File: config.mk
export PLATFORM = sky130hd
export DESIGN_NAME = clock_phase_monitor
export DESIGN_NICKNAME = d
export VERILOG_FILES = /design/src/rtl/clock_phase_monitor_pkg.sv /design/src/rtl/clock_phase_monitor.sv
export SDC_FILE = /design/constraint.sdc
export NUM_CORES = 1
export LEC_CHECK = 0
export CAP_MARGIN = 20
export CORE_AREA = 2 2 61 63
export CTS_BUF_LIST = sky130_fd_sc_hd__clkbuf_4 sky130_fd_sc_hd__clkbuf_8 sky130_fd_sc_hd__clkbuf_16
export CTS_CLUSTER_SIZE = 10
export DETAILED_ROUTE_END_ITERATION = 8
export DIE_AREA = 0 0 63 65
export HOLD_SLACK_MARGIN = 0.1
export PLACE_DENSITY = 0.73
export SLEW_MARGIN = 30
export SYNTH_ARGS = -nofsm -noshare
export SYNTH_HDL_FRONTEND = slang
export SYNTH_SLANG_ARGS = --single-unit
export TNS_END_PERCENT = 50
File: constraint.sdc
create_clock -name clkin -period 2 [get_ports clkin]
set_clock_uncertainty 0.2 [all_clocks]
set_input_delay 0.2 -clock clkin [delete_from_list [all_inputs] [get_ports clkin]]
set_output_delay 0.2 -clock clkin [all_outputs]
set_load 0.02 [all_outputs]
File: src/rtl/clock_phase_monitor_pkg.sv
// -----------------------------------------------------------------------------
// clock_phase_monitor_pkg
//
// Shared definitions for the clock phase monitor: the FSM state encoding,
// the default lock length, the fault-counter width and a saturating
// increment helper for that counter.
//
// Contents:
//   CPM_LOCK_LEN_DEFAULT  default number of consecutive toggles to lock
//   CPM_ERR_W             width of the saturating fault counter
//   CPM_ERR_MAX           saturation value of the fault counter
//   cpm_state_e           monitor FSM state encoding
//   cpm_sat_inc()         saturating increment for the fault counter
// -----------------------------------------------------------------------------
package clock_phase_monitor_pkg;

    localparam int unsigned CPM_LOCK_LEN_DEFAULT = 4;
    localparam int unsigned CPM_ERR_W            = 8;
    localparam logic [CPM_ERR_W-1:0] CPM_ERR_MAX = '1;

    typedef enum logic [1:0] {
        ST_UNLOCKED = 2'd0,
        ST_ACQUIRE  = 2'd1,
        ST_LOCKED   = 2'd2,
        ST_FAULT    = 2'd3
    } cpm_state_e;

    // Holds at CPM_ERR_MAX instead of wrapping back to zero.
    function automatic logic [CPM_ERR_W-1:0] cpm_sat_inc(input logic [CPM_ERR_W-1:0] v);
        return (v == CPM_ERR_MAX) ? v : v + CPM_ERR_W'(1);
    endfunction

endpackage

File: src/rtl/clock_phase_monitor.sv
// -----------------------------------------------------------------------------
// clock_phase_monitor
//
// Watches the divide-by-2 phase bit produced by the clock divider and
// verifies that it alternates on every fast clock. After LOCK_LEN
// consecutive toggles the monitor declares lock and drives the fetch/exec
// datapath enables from the phase. A missed toggle while locked produces a
// one-cycle FAULT (err pulse, err_count increment) and the monitor goes
// back to acquiring lock.
//
// No valid/ready handshake: every output is a registered level that is
// meaningful on every clkin cycle.
//
// Ports:
//   clkin        in   fast clock, all logic on the rising edge
//   reset        in   synchronous, active-high reset
//   phase_in     in   divide-by-2 phase bit, synchronous to clkin
//   clr_counts   in   synchronous clear of err_count and cycle_count
//   fetch_en     out  datapath enable for phase 0 (only while locked)
//   exec_en      out  datapath enable for phase 1 (only while locked)
//   locked       out  phase alternation verified
//   err          out  one-cycle pulse while the FSM is in FAULT
//   err_count    out  saturating count of detected faults
//   cycle_count  out  completed slow cycles while locked (wraps)
//   dbg_state_o  out  current FSM state, for observation only
// -----------------------------------------------------------------------------
module clock_phase_monitor
    import clock_phase_monitor_pkg::*;
#(
    parameter int unsigned LOCK_LEN = CPM_LOCK_LEN_DEFAULT,
    parameter int unsigned CNT_W    = 16
) (
    input  logic                 clkin,
    input  logic                 reset,
    input  logic                 phase_in,
    input  logic                 clr_counts,
    output logic                 fetch_en,
    output logic                 exec_en,
    output logic                 locked,
    output logic                 err,
    output logic [CPM_ERR_W-1:0] err_count,
    output logic [CNT_W-1:0]     cycle_count,
    output cpm_state_e           dbg_state_o
);

    // run_len only needs to reach LOCK_LEN-1; the lock edge itself is
    // recognised by comparing against that value rather than counting past it.
    localparam int unsigned RUN_W = (LOCK_LEN > 2) ? $clog2(LOCK_LEN) : 1;
    localparam logic [RUN_W-1:0] RUN_LAST = RUN_W'(LOCK_LEN - 1);

    // ---------------------------------------------------------------------
    // State and phase history
    // ---------------------------------------------------------------------
    cpm_state_e       state_q, state_d;
    logic [RUN_W-1:0] run_len_q, run_len_d;
    logic             phase_q;
    logic             toggle;

    // Output and counter registers
    logic                 fetch_en_q, fetch_en_d;
    logic                 exec_en_q, exec_en_d;
    logic                 locked_q, locked_d;
    logic                 err_q, err_d;
    logic [CPM_ERR_W-1:0] err_count_q;
    logic [CNT_W-1:0]     cycle_count_q;

    // Counter events derived from the FSM
    logic fault_entry;
    logic slow_cycle_done;

    assign toggle = phase_in ^ phase_q;

    // ---------------------------------------------------------------------
    // FSM process 1: state register (plus phase history and run length)
    // ---------------------------------------------------------------------
    always_ff @(posedge clkin) begin
        if (reset) begin
            state_q   <= ST_UNLOCKED;
            phase_q   <= 1'b0;
            run_len_q <= '0;
        end else begin
            state_q   <= state_d;
            phase_q   <= phase_in;
            run_len_q <= run_len_d;
        end
    end

    // ---------------------------------------------------------------------
    // FSM process 2: next-state logic
    // ---------------------------------------------------------------------
    always_comb begin
        state_d   = state_q;
        run_len_d = run_len_q;
        case (state_q)
            // One settling cycle: phase_q is loaded with a real sample
            // before any toggle is counted.
            ST_UNLOCKED: begin
                state_d   = ST_ACQUIRE;
                run_len_d = '0;
            end
            ST_ACQUIRE: begin
                if (toggle) begin
                    if (run_len_q == RUN_LAST) begin
                        state_d   = ST_LOCKED;
                        run_len_d = '0;
                    end else begin
                        run_len_d = run_len_q + RUN_W'(1);
                    end
                end else begin
                    // Any stall restarts the acquisition run.
                    run_len_d = '0;
                end
            end
            ST_LOCKED: begin
                if (!toggle) begin
                    state_d = ST_FAULT;
                end
            end
            // Single-cycle fault marker; the phase seen here is ignored.
            ST_FAULT: begin
                state_d   = ST_ACQUIRE;
                run_len_d = '0;
            end
            default: begin
                state_d   = ST_UNLOCKED;
                run_len_d = '0;
            end
        endcase
    end

    // ---------------------------------------------------------------------
    // FSM process 3: output logic (next values of the registered outputs)
    // ---------------------------------------------------------------------
    always_comb begin
        locked_d        = (state_d == ST_LOCKED);
        // Enables are decoded from the phase being sampled now, so they
        // appear one cycle after phase_in and are mutually exclusive.
        fetch_en_d      = locked_d & ~phase_in;
        exec_en_d       = locked_d &  phase_in;
        err_d           = (state_d == ST_FAULT);
        fault_entry     = (state_d == ST_FAULT) && (state_q != ST_FAULT);
        // A toggle down to phase 0 closes a phase-1 half, i.e. one full
        // slow cycle has completed.
        slow_cycle_done = (state_q == ST_LOCKED) && toggle && !phase_in;
    end

    always_ff @(posedge clkin) begin
        if (reset) begin
            fetch_en_q <= 1'b0;
            exec_en_q  <= 1'b0;
            locked_q   <= 1'b0;
            err_q      <= 1'b0;
        end else begin
            fetch_en_q <= fetch_en_d;
            exec_en_q  <= exec_en_d;
            locked_q   <= locked_d;
            err_q      <= err_d;
        end
    end

    // ---------------------------------------------------------------------
    // Fault counter: saturating, clear wins over a coincident increment
    // ---------------------------------------------------------------------
    always_ff @(posedge clkin) begin
        if (reset) begin
            err_count_q <= '0;
        end else if (clr_counts) begin
            err_count_q <= '0;
        end else if (fault_entry) begin
            err_count_q <= cpm_sat_inc(err_count_q);
        end
    end

    // ---------------------------------------------------------------------
    // Slow-cycle counter: wraps modulo 2^CNT_W, clear wins
    // ---------------------------------------------------------------------
    always_ff @(posedge clkin) begin
        if (reset) begin
            cycle_count_q <= '0;
        end else if (clr_counts) begin
            cycle_count_q <= '0;
        end else if (slow_cycle_done) begin
            cycle_count_q <= cycle_count_q + CNT_W'(1);
        end
    end

    assign fetch_en    = fetch_en_q;
    assign exec_en     = exec_en_q;
    assign locked      = locked_q;
    assign err         = err_q;
    assign err_count   = err_count_q;
    assign cycle_count = cycle_count_q;
    assign dbg_state_o = state_q;

endmodule

==> results.txt <==
Vias - 1413
CTS tree - built
status - complete, but fails checks
Max-slew headroom - 79.0%
Min Hold Slack - 307 ps
CP Class - reg2reg
core box area - 3500 um2
Power Density - 618 nW/um2
antenna-violating nets left - 0
Synth cell types - 28
cell accounting for the most synthesized area - dfxtp_1
# IOs - 34
Ys Warns - 0
TritonCTS buffer count - 5
Max Freq - 0.482 GHz
Synth area leaders - dfxtp_1 (45%), ha_1 (5.9%), nor2_1 (5.6%), xor2_1 (5.3%), xnor2_1 (4.2%)
count leader, synth - dfxtp_1
CTS Root Cell - clkbuf_4
CTS sink count - 33
Max-Cap Viols - 0
via/cell ratio - 5.08
gr ovfl total - 0
Syn Area/Cell - 9.04 um2
Die ar. - 4100 um2
actual slew at the worst max-slew pin - 312 ps
DRC - 0
routed wire length - 3.57 mm
post-synthesis net count - 174
Max H-tree Level - 2
Hold Crit Class - reg2reg
Critical Path RT - 2020 ps
clock latency on the worst-skew pair - 330 ps
nets@finish - 240
Die Span Y - 65 um
failing checks - setup timing
Syn Inst Count - 163
global-route wire length before repair - 5.82 mm
Area Overhead vs Synth - 51.5%
share of the synthesized area in the top cell type - 44.8%
routability cong. - 0.803
Post-synth EDFFs - 0
pre-CTS setup slack - -266 ps
Avg WL per Cell - 12.9 um
Worst-path clk slew - 100 ps
Worst VDD drop - 0.000333 V
Tmin final - 2080 ps
top cells by count, synth - dfxtp_1 (33), nor2_1 (22), nand2_1 (10)
largest net degree at the start of global routing - 23
Die W - 63 um
startpoint types - flop
Pleak - 0.797 nW
CP arrival - 2100 ps
DP HPWL - 2.58 mm
Most used DFF post-synth - dfxtp_1
Clock Path Buffers - 2
RSZ-0062 raised after global routing - yes
max-slew violations - 0
Async SR Flop Fraction - 0%
Starting Density - 42.2%
diode count - 0
Detailed Route Iter0 Violations - 80
number of global-route vias before repair - 1401
sequential area share after synthesis - 44.8%
post-route setup slack - -75.8 ps
Final Cycle Share - 104%
number of port buffers - 33
initial antenna violation count - 0
total power - 0.00138 W
1st-pass router iterations - 4
CP Max Fanout - 4
Mapped Area - 1470 um2
final setup vio count - 3
#FFs+latches synth - 33
GRT Overall Usage - 18.1%
CP endpoint kind - flop
Rows - 22
share of cells above drive strength 1 - 26.5%
final hold violations - 0
==> flip-flops by register name, indices dropped and copies added (netlist names) <==
signal	flops
dbg_state_o	2
fetch_en	1
run_len_q	2
cycle_count	16
locked	1
exec_en	1
phase_q	1
err	1
err_count	8
==> final cells by class <==
| type | instances | area, um2 |
|---|---|---|
| sequential | 33 | 671 |
| timing repair buffer | 62 | 548 |
| fill | 303 | 1260 |
| inverter | 6 | 27.5 |
| clock inverter | 2 | 10.0 |
| tap | 48 | 60.1 |
| multi-input combinational | 121 | 872 |
| clock buffer | 6 | 45.0 |
==> cell families after synthesis <==
kind of cell               Yosys count  share of synthesized area (%)
and+or+nand+nor                     75                           26.4
DFF                                 33                           44.8
AOI/OAI and AO/OA                   21                           9.68
xor gates and xnor gates            16                           9.51
buffers and inverters                9                           2.29
adders and majority gates            7                           5.94
muxes                                2                           1.36
==> layer usage <==
| layer | GRT usage (%) | wire length (um) | vias to the layer above |
|---|---|---|---|
| met5 | 0 | 0 | - |
| met4 | 6.39 | 57 | 0 |
| met3 | 5.38 | 189 | 7 |
| met2 | 34.7 | 1920 | 45 |
| met1 | 18.4 | 1400 | 654 |
| li1 | - | - | 707 |
==> worst paths after layout <==
kind | start | to | slack [ps] | depth (start not counted)
min reg2reg | err_count[1] | err_count[1] | 310 | 2
min | err_count[1] | err_count[1] | 310 | 2
max reg2reg | dbg_state_o[0] | err_count[4] | -80 | 9
max | dbg_state_o[0] | err_count[4] | -80 | 9
==> worst max-delay path, cell delays in order, from the launching register on <==
cell      delay (ps)
dfxtp_4          380
inv_4             70
ha_1             240
nor3_2            80
a311oi_4         280
buf_4            180
nand3_2           80
buf_4            160
o21ai_0          230
a21oi_2           80
==> layout by cell type, fill, tap and decap left out, drive strengths merged, types with 6 or more instances in the layout <==
cell type	n
dfxtp	33
xnor2	7
or3	6
clkbuf	6
nand2	10
nor2	22
o21ai	8
ha	7
inv	6
a21oi	9
buf	29
xor2	9
nand3	10
clkdlybuf4s50	33
==> where the power goes <==
| group | switching (W) | internal [W] | total [W] | leakage, nW |
|---|---|---|---|---|
| registers | 0.0000153 | 0.000668 | 0.000683 | 0.269 |
| logic | 0.000141 | 0.000187 | 0.000328 | 0.493 |
| clock network | 0.000222 | 0.000147 | 0.000369 | 0.0354 |
| total | 0.000378 | 0.00100 | 0.00138 | 0.797 |
==> metrics by stage <==
| stage | area (um2) | cells | setup TNS [ps] | utilization (%) |
|---|---|---|---|---|
| final | 2230 | 278 | -115 | 63.9 |
| after global routing | 2230 | 278 | -1310 | 63.9 |
| after detailed placement | 2050 | 262 | -2330 | 58.6 |
| after floorplan | 1510 | 163 | -15.6 | - |
| after CTS | 2140 | 273 | -172 | 61.3 |
| after global placement | 2050 | 262 | -1750 | 58.6 |
==> what timing repair did <==
action / 4_1_cts / 5_1_grt
buffers inserted: 3 / 5
endpoints found under the hold margin: 0 / 0
pin swaps: 5 / 7
setup endpoints to repair: 4 / 13
resized for setup: 3 / 11
hold buffers: 0 / 0
(Power assumes the default switching activity.)
